==> src/rtl/lc4_multiplier_seq.sv <==
// Iterative unsigned shift-add multiplier, one multiplier bit retired per clock.
// Optional early termination when the remaining multiplier bits are zero: LC4_MUL_EARLY_TERM_EN.
module lc4_multiplier_seq #(
    parameter int WIDTH = 16
) (
    input  logic               clk,
    input  logic               rst_n,
    input  logic               i_valid,
    output logic               o_ready,
    input  logic [WIDTH-1:0]   i_multiplicand,
    input  logic [WIDTH-1:0]   i_multiplier,
    output logic               o_valid,
    input  logic               i_result_ready,
    output logic [WIDTH-1:0]   o_product_lo,
    output logic [WIDTH-1:0]   o_product_hi
);

    localparam int CNT_W = $clog2(WIDTH + 1);

    typedef enum logic [1:0] {
        S_IDLE = 2'd0,
        S_BUSY = 2'd1,
        S_DONE = 2'd2
    } state_t;

    state_t               state;
    state_t               next_state;
    logic [2*WIDTH-1:0]   mcand;
    logic [2*WIDTH-1:0]   acc;
    logic [2*WIDTH-1:0]   acc_next;
    logic [WIDTH-1:0]     mplier;
    logic [WIDTH-1:0]     mplier_next;
    logic [CNT_W-1:0]     cnt;
    logic                 last_step;

    // The top half of mcand starts at zero, so the 2*WIDTH-bit sum never overflows.
    always_comb begin
        mplier_next = mplier >> 1;
        acc_next    = mplier[0] ? (acc + mcand) : acc;
`ifdef LC4_MUL_EARLY_TERM_EN
        last_step   = (cnt == CNT_W'(1)) || (mplier_next == '0);
`else
        last_step   = (cnt == CNT_W'(1));
`endif
    end

    always_ff @(posedge clk) begin
        if (!rst_n) begin
            state <= S_IDLE;
        end else begin
            state <= next_state;
        end
    end

    always_comb begin
        next_state = state;
        case (state)
            S_IDLE: begin
                if (i_valid) begin
`ifdef LC4_MUL_EARLY_TERM_EN
                    next_state = (i_multiplier == '0) ? S_DONE : S_BUSY;
`else
                    next_state = S_BUSY;
`endif
                end
            end
            S_BUSY: begin
                if (last_step) begin
                    next_state = S_DONE;
                end
            end
            S_DONE: begin
                if (i_result_ready) begin
                    next_state = S_IDLE;
                end
            end
            default: next_state = S_IDLE;
        endcase
    end

    always_ff @(posedge clk) begin
        if (!rst_n) begin
            mcand  <= '0;
            mplier <= '0;
            acc    <= '0;
            cnt    <= '0;
        end else begin
            case (state)
                S_IDLE: begin
                    if (i_valid) begin
                        mcand  <= {{WIDTH{1'b0}}, i_multiplicand};
                        mplier <= i_multiplier;
                        acc    <= '0;
                        cnt    <= CNT_W'(WIDTH);
                    end
                end
                S_BUSY: begin
                    acc    <= acc_next;
                    mcand  <= mcand << 1;
                    mplier <= mplier_next;
                    cnt    <= cnt - CNT_W'(1);
                end
                default: ;
            endcase
        end
    end

    assign o_ready      = (state == S_IDLE);
    assign o_valid      = (state == S_DONE);
    assign o_product_lo = acc[WIDTH-1:0];
    assign o_product_hi = acc[2*WIDTH-1:WIDTH];

endmodule
==> config.mk <==
export PLATFORM = sky130hd
export DESIGN_NAME = lc4_multiplier_seq
export DESIGN_NICKNAME = d
export VERILOG_FILES = /design/src/rtl/lc4_multiplier_seq.sv
export SDC_FILE = /design/constraint.sdc
export NUM_CORES = 1
export LEC_CHECK = 0
export CAP_MARGIN = 20
export CORE_MARGIN = 2
export CORE_UTILIZATION = 59
export CTS_CLUSTER_DIAMETER = 100
export CTS_CLUSTER_SIZE = 28
export DETAILED_ROUTE_END_ITERATION = 7
export GPL_ROUTABILITY_DRIVEN = 0
export PLACE_DENSITY = 0.86
export REMOVE_ABC_BUFFERS = 1
export SETUP_SLACK_MARGIN = 0.2
export SLEW_MARGIN = 15
export SYNTH_ARGS = -nofsm -noshare
export SYNTH_HDL_FRONTEND = slang
export SYNTH_SLANG_ARGS = --single-unit
export TNS_END_PERCENT = 30
==> constraint.sdc <==
create_clock -name clk -period 7.1 [get_ports clk]
set_input_delay 1.775 -clock clk [delete_from_list [all_inputs] [get_ports clk]]
set_output_delay 1.775 -clock clk [all_outputs]
set_load 0.005 [all_outputs]
# ---- Word level (Yosys, flattened, before mapping)
# Index checks and enable logic that the tools add are counted.
dict set report totals {
  n_memories 0
  out_inout_bits 34
  regBits 87
  latch_bits 0
  mem_bits_ro 0
  ram_bits 0
  word_cells 32
}
dict set report op_classes {
  magnitude_cmp 0
  n_reduce_logical 5
  n_eq_ne 7
  n_mul 0
  bitwise 0
  n_mux 13
  add_sub_neg 2
  shift 0
  div 0
}
# cell n
set ops {}
lappend ops {{32-bit one-hot mux with 2 select lines} 2}
lappend ops {{32-bit 2-to-1 mux} 3}
lappend ops {{32-bit adder} 1}
lappend ops {{16-bit one-hot mux with 2 select lines} 1}
lappend ops {{16-bit 2-to-1 mux} 1}
lappend ops {{5-bit one-hot mux with 2 select lines} 1}
lappend ops {{2-bit 2-to-1 mux} 3}
lappend ops {{2-bit inequality test (second input constant)} 3}
lappend ops {{2-bit one-hot mux with 3 select lines} 1}
lappend ops {{3-bit AND reduction} 2}
lappend ops {{5-bit by 1-bit == test with 1-bit output (second input constant)} 1}
lappend ops {{5-bit 2-to-1 mux} 1}
lappend ops {{5-bit by 1-bit subtractor with 5-bit output (second input constant)} 1}
lappend ops {{2-bit by 1-bit == test with 1-bit output (second input constant)} 1}
lappend ops {{2-bit == test (second input constant)} 1}
lappend ops {{2-bit zero test} 1}
lappend ops {{2-bit by 1-bit inequality test with 1-bit output (second input constant)} 1}
lappend ops {{2-bit AND reduction} 1}
lappend ops {{2-bit nonzero test} 1}

# ---- Depth between registers and ports, before layout
dict set report depth {
  word_depth 3
  ltp_mapped 12
}

# ---- Worst setup path before layout
# OpenSTA, ideal clock, no wires.
dict set report synth_path {
  kind {in2reg}
  start {input i_valid}
  end {register acc[28]}
  path_slack_ns 4.252
  stages 6
  arrival_ns 2.780
  cell_sequence {and2_1 > clkbuf_1 > nor3_2 > clkbuf_1 > nand2_1 > o21ai_1}
}
dict set report synth_via {
  elab_chain_cells 2
}
# item line_no
set synth_lines {}
lappend synth_lines {{start: declaration} 8} ;# input logic i_valid,
lappend synth_lines {{2-bit inequality test (no line)} --}
lappend synth_lines {{3-bit AND reduction (no line)} --}
lappend synth_lines {{end signal: assignment} 98} ;# acc <= acc_next;
lappend synth_lines {{end: declaration} 29} ;# logic [2*WIDTH-1:0] acc;
# No other way between the ends.
# A chain may end at the register's enable or synchronous reset.

==> impl_metrics.json <==
{
  "synth_area_per_cell_sq_um": 8.07,
  "die_y_um": 94.4,
  "ys_ff_latch": 87,
  "nets": 718,
  "fp.dieArea_sq_um": 8920,
  "drive_above_1_share_pct": 5.51,
  "die_w_um": 94.4,
  "instances_no_fill": 755,
  "clock_sinks": 87,
  "antenna_found_initial": 0,
  "post-route-period-util_pct": 55.2,
  "netlist_area_sq_um": 4830,
  "cts_tree": "done",
  "clk_latency_ns": 0.36,
  "rr_worst_depth": 12,
  "dp_cells": 739,
  "grt_pass1_vias": 4310,
  "port_buffers": 69,
  "cp_max_fo": 57,
  "ys_types": 55,
  "drcViolationCount": 0,
  "arrival_ns": 4.22,
  "grt_usage_pct": 27.2,
  "power_uw": 1010,
  "start_kind": "primary input",
  "hold_buffers": 0,
  "cts_buffers": 9,
  "place_hpwl_um": 8170,
  "hold_path_depth": 2,
  "grt.overflow.total": 0,
  "final_util_pct": 73.8,
  "cts-htree-levels": 3,
  "synthFlopType": "dfxtp_1",
  "relSlewSlack_pct": 31.2,
  "crit_end": "acc[26]$_SDFFE_PN0P_",
  "area_delta_synth_final_pct": 19.4,
  "crit_slowest_cell": "nor3_2",
  "tightest_slew_ns": 1.03,
  "synth-edff-count": 0,
  "rsz0062_at_grt": "false",
  "vias": 4569,
  "hold_violations": 0,
  "powerDensity_nw_per_um2": 175,
  "async_reset_ff_share_pct": 0,
  "ir_drop_uv": 126,
  "slew_viol_final": 0,
  "r2r_setup_slack_ns": 4.11,
  "core-area_sq_um": 7810,
  "drt-pass1-iter-count": 5,
  "slowest_delay_ns": 0.90,
  "seq_area_frac_synth_pct": 36.1,
  "cts_resized": 0,
  "clkTransAtPathRegs_ns": 0.09,
  "cts_root_buf": "clkbuf_8",
  "worstPathRequired_ns": 7.39,
  "ys_warn_count": 0,
  "crit_chain": "clkdlybuf4s50_1, inv_1, buf_4, nor3_2, a211oi_1, nand2_1",
  "worstReg2RegEnd": "acc[28]$_SDFFE_PN0P_",
  "viasPerCell": 6.05,
  "start_util_pct": 61.8,
  "fin_setup_tns_ns": 0,
  "diodes": 0,
  "postSynthCellCount": 598,
  "crit_start": "rst_n",
  "finalSetupViolations": 0,
  "worst_setup_path_end_kind": "register",
  "drv_cap": 0,
  "total_leakage_power_uw": 0.00224,
  "io_pins": 70,
  "finalCriticalPeriod_ns": 3.92,
  "clockBufferDepth": 2,
  "drt-initial-drc-count": 324,
  "r2r-start": "acc[0]$_SDFFE_PN0P_",
  "wl_per_cell_um": 15.3,
  "max_freq_mhz": 255,
  "rows": 32,
  "cts_setup_buffers": 0,
  "criticalPathCategory": "primary input to register",
  "hold_path.class": "register to register",
  "grt_max_degree": 58,
  "status": "finished clean",
  "routed_wl_um": 11500,
  "grt_pass1_wl_um": 19700,
  "clock_skew_ns": 0.0117,
  "ant_nets": 0
}
-- state kept, by name, indices dropped and copies added, names as in the netlist --
register,flops
mcand,32
acc,32
mplier,16
cnt,5
state,2
-- synthesized netlist by cell type, types with 7 or more instances --
library cell	instances	area, sq um
clkbuf_1	28	105
nor2b_1	7	43.8
nand3_1	27	135
xor2_1	10	87.6
xnor2_1	16	140
a22oi_1	44	330
o21ai_0	23	115
a21o_1	11	82.6
nor2_1	43	161
dfxtp_1	87	1740
ha_1	33	413
nand2_1	88	330
a31oi_1	7	43.8
nor3_1	8	40.0
a21boi_0	14	105
inv_1	16	60.1
a21oi_1	62	310
-- cells in the final DEF (no fill, tap or decap), types with 4 or more instances in the layout --
| cell | n |
|---|---|
| clkdlybuf4s50_1 | 69 |
| a21boi_0 | 14 |
| o21a_1 | 4 |
| dfxtp_1 | 87 |
| a31oi_1 | 7 |
| xnor2_1 | 16 |
| mux2i_1 | 4 |
| inv_1 | 16 |
| nor2_1 | 41 |
| xor2_1 | 10 |
| o21ai_0 | 23 |
| nor3_1 | 8 |
| nand3_1 | 27 |
| nand2_1 | 88 |
| o21ai_1 | 6 |
| clkbuf_8 | 10 |
| and3_1 | 4 |
| a22oi_1 | 44 |
| a21oi_1 | 62 |
| a21o_1 | 11 |
| nor2b_1 | 6 |
| nand2b_1 | 6 |
| ha_1 | 33 |
-- cells by family after synthesis --
family,Yosys count,share of synthesized area (%)
and+or+nand+nor,202,19.2
AOI/OAI and AO/OA,196,26.3
DFF,87,36.1
buffers and inverters,49,3.86
adders and majority gates,34,8.97
xor gates and xnor gates,26,4.72
muxes,4,0.830
-- through the flow --
stage	hold slack (ns)	setup slack, ns	cell area [sq um]
2_1_floorplan	0.437	3.48	4700
3_3_place_gp	0.443	2.86	5550
3_5_place_dp	0.449	2.78	5550
4_1_cts	0.461	3.14	5760
5_1_grt	0.486	2.93	5760
6_report	0.460	3.18	5760
-- power breakdown --
group | switching [uW] | internal, uW | total [uW]
clock network | 186 | 174 | 360
logic | 75.5 | 51.9 | 127
registers | 14.0 | 506 | 520
-- how the worst min path moves through the flow --
stage | from | end
final | mplier[2]$_SDFFE_PN0P_ | mplier[2]$_SDFFE_PN0P_
after global routing | mplier[2]$_SDFFE_PN0P_ | mplier[2]$_SDFFE_PN0P_
after CTS | mplier[2]$_SDFFE_PN0P_ | mplier[2]$_SDFFE_PN0P_
after detailed placement | mplier[2]$_SDFFE_PN0P_ | mplier[2]$_SDFFE_PN0P_
after global placement | mplier[2]$_SDFFE_PN0P_ | mplier[2]$_SDFFE_PN0P_
after floorplan | mplier[10]$_SDFFE_PN0P_ | mplier[10]$_SDFFE_PN0P_
-- final cells by class --
class / instances / area (sq um)
multi-input cells: 462 / 2920
fillers: 603 / 2040
flip-flops and latches: 87 / 1740
repair buffers: 72 / 713
clock buffers: 10 / 138
well taps: 102 / 128
clock inverters: 6 / 67.6
inverters: 16 / 60.1
-- worst max-delay path: cells and delay by family --
family	cells	cell delay, ns
buffers and inverters	3	1.23
AND/OR/NAND/NOR	2	1.02
AO/OA/AOI/OAI	1	0.18
-- routing by layer --
layer  part of all wire (%)  vias up  track usage, %  wire length, um
met5                      0        -               0                0
met4                    1.4        0            8.70              160
met3                    6.2       23            3.99              717
met2                     49      187            46.4             5610
met1                     44     2116            35.5             5060
li1                       -     2243               -                -
(Power assumes the default switching activity.)
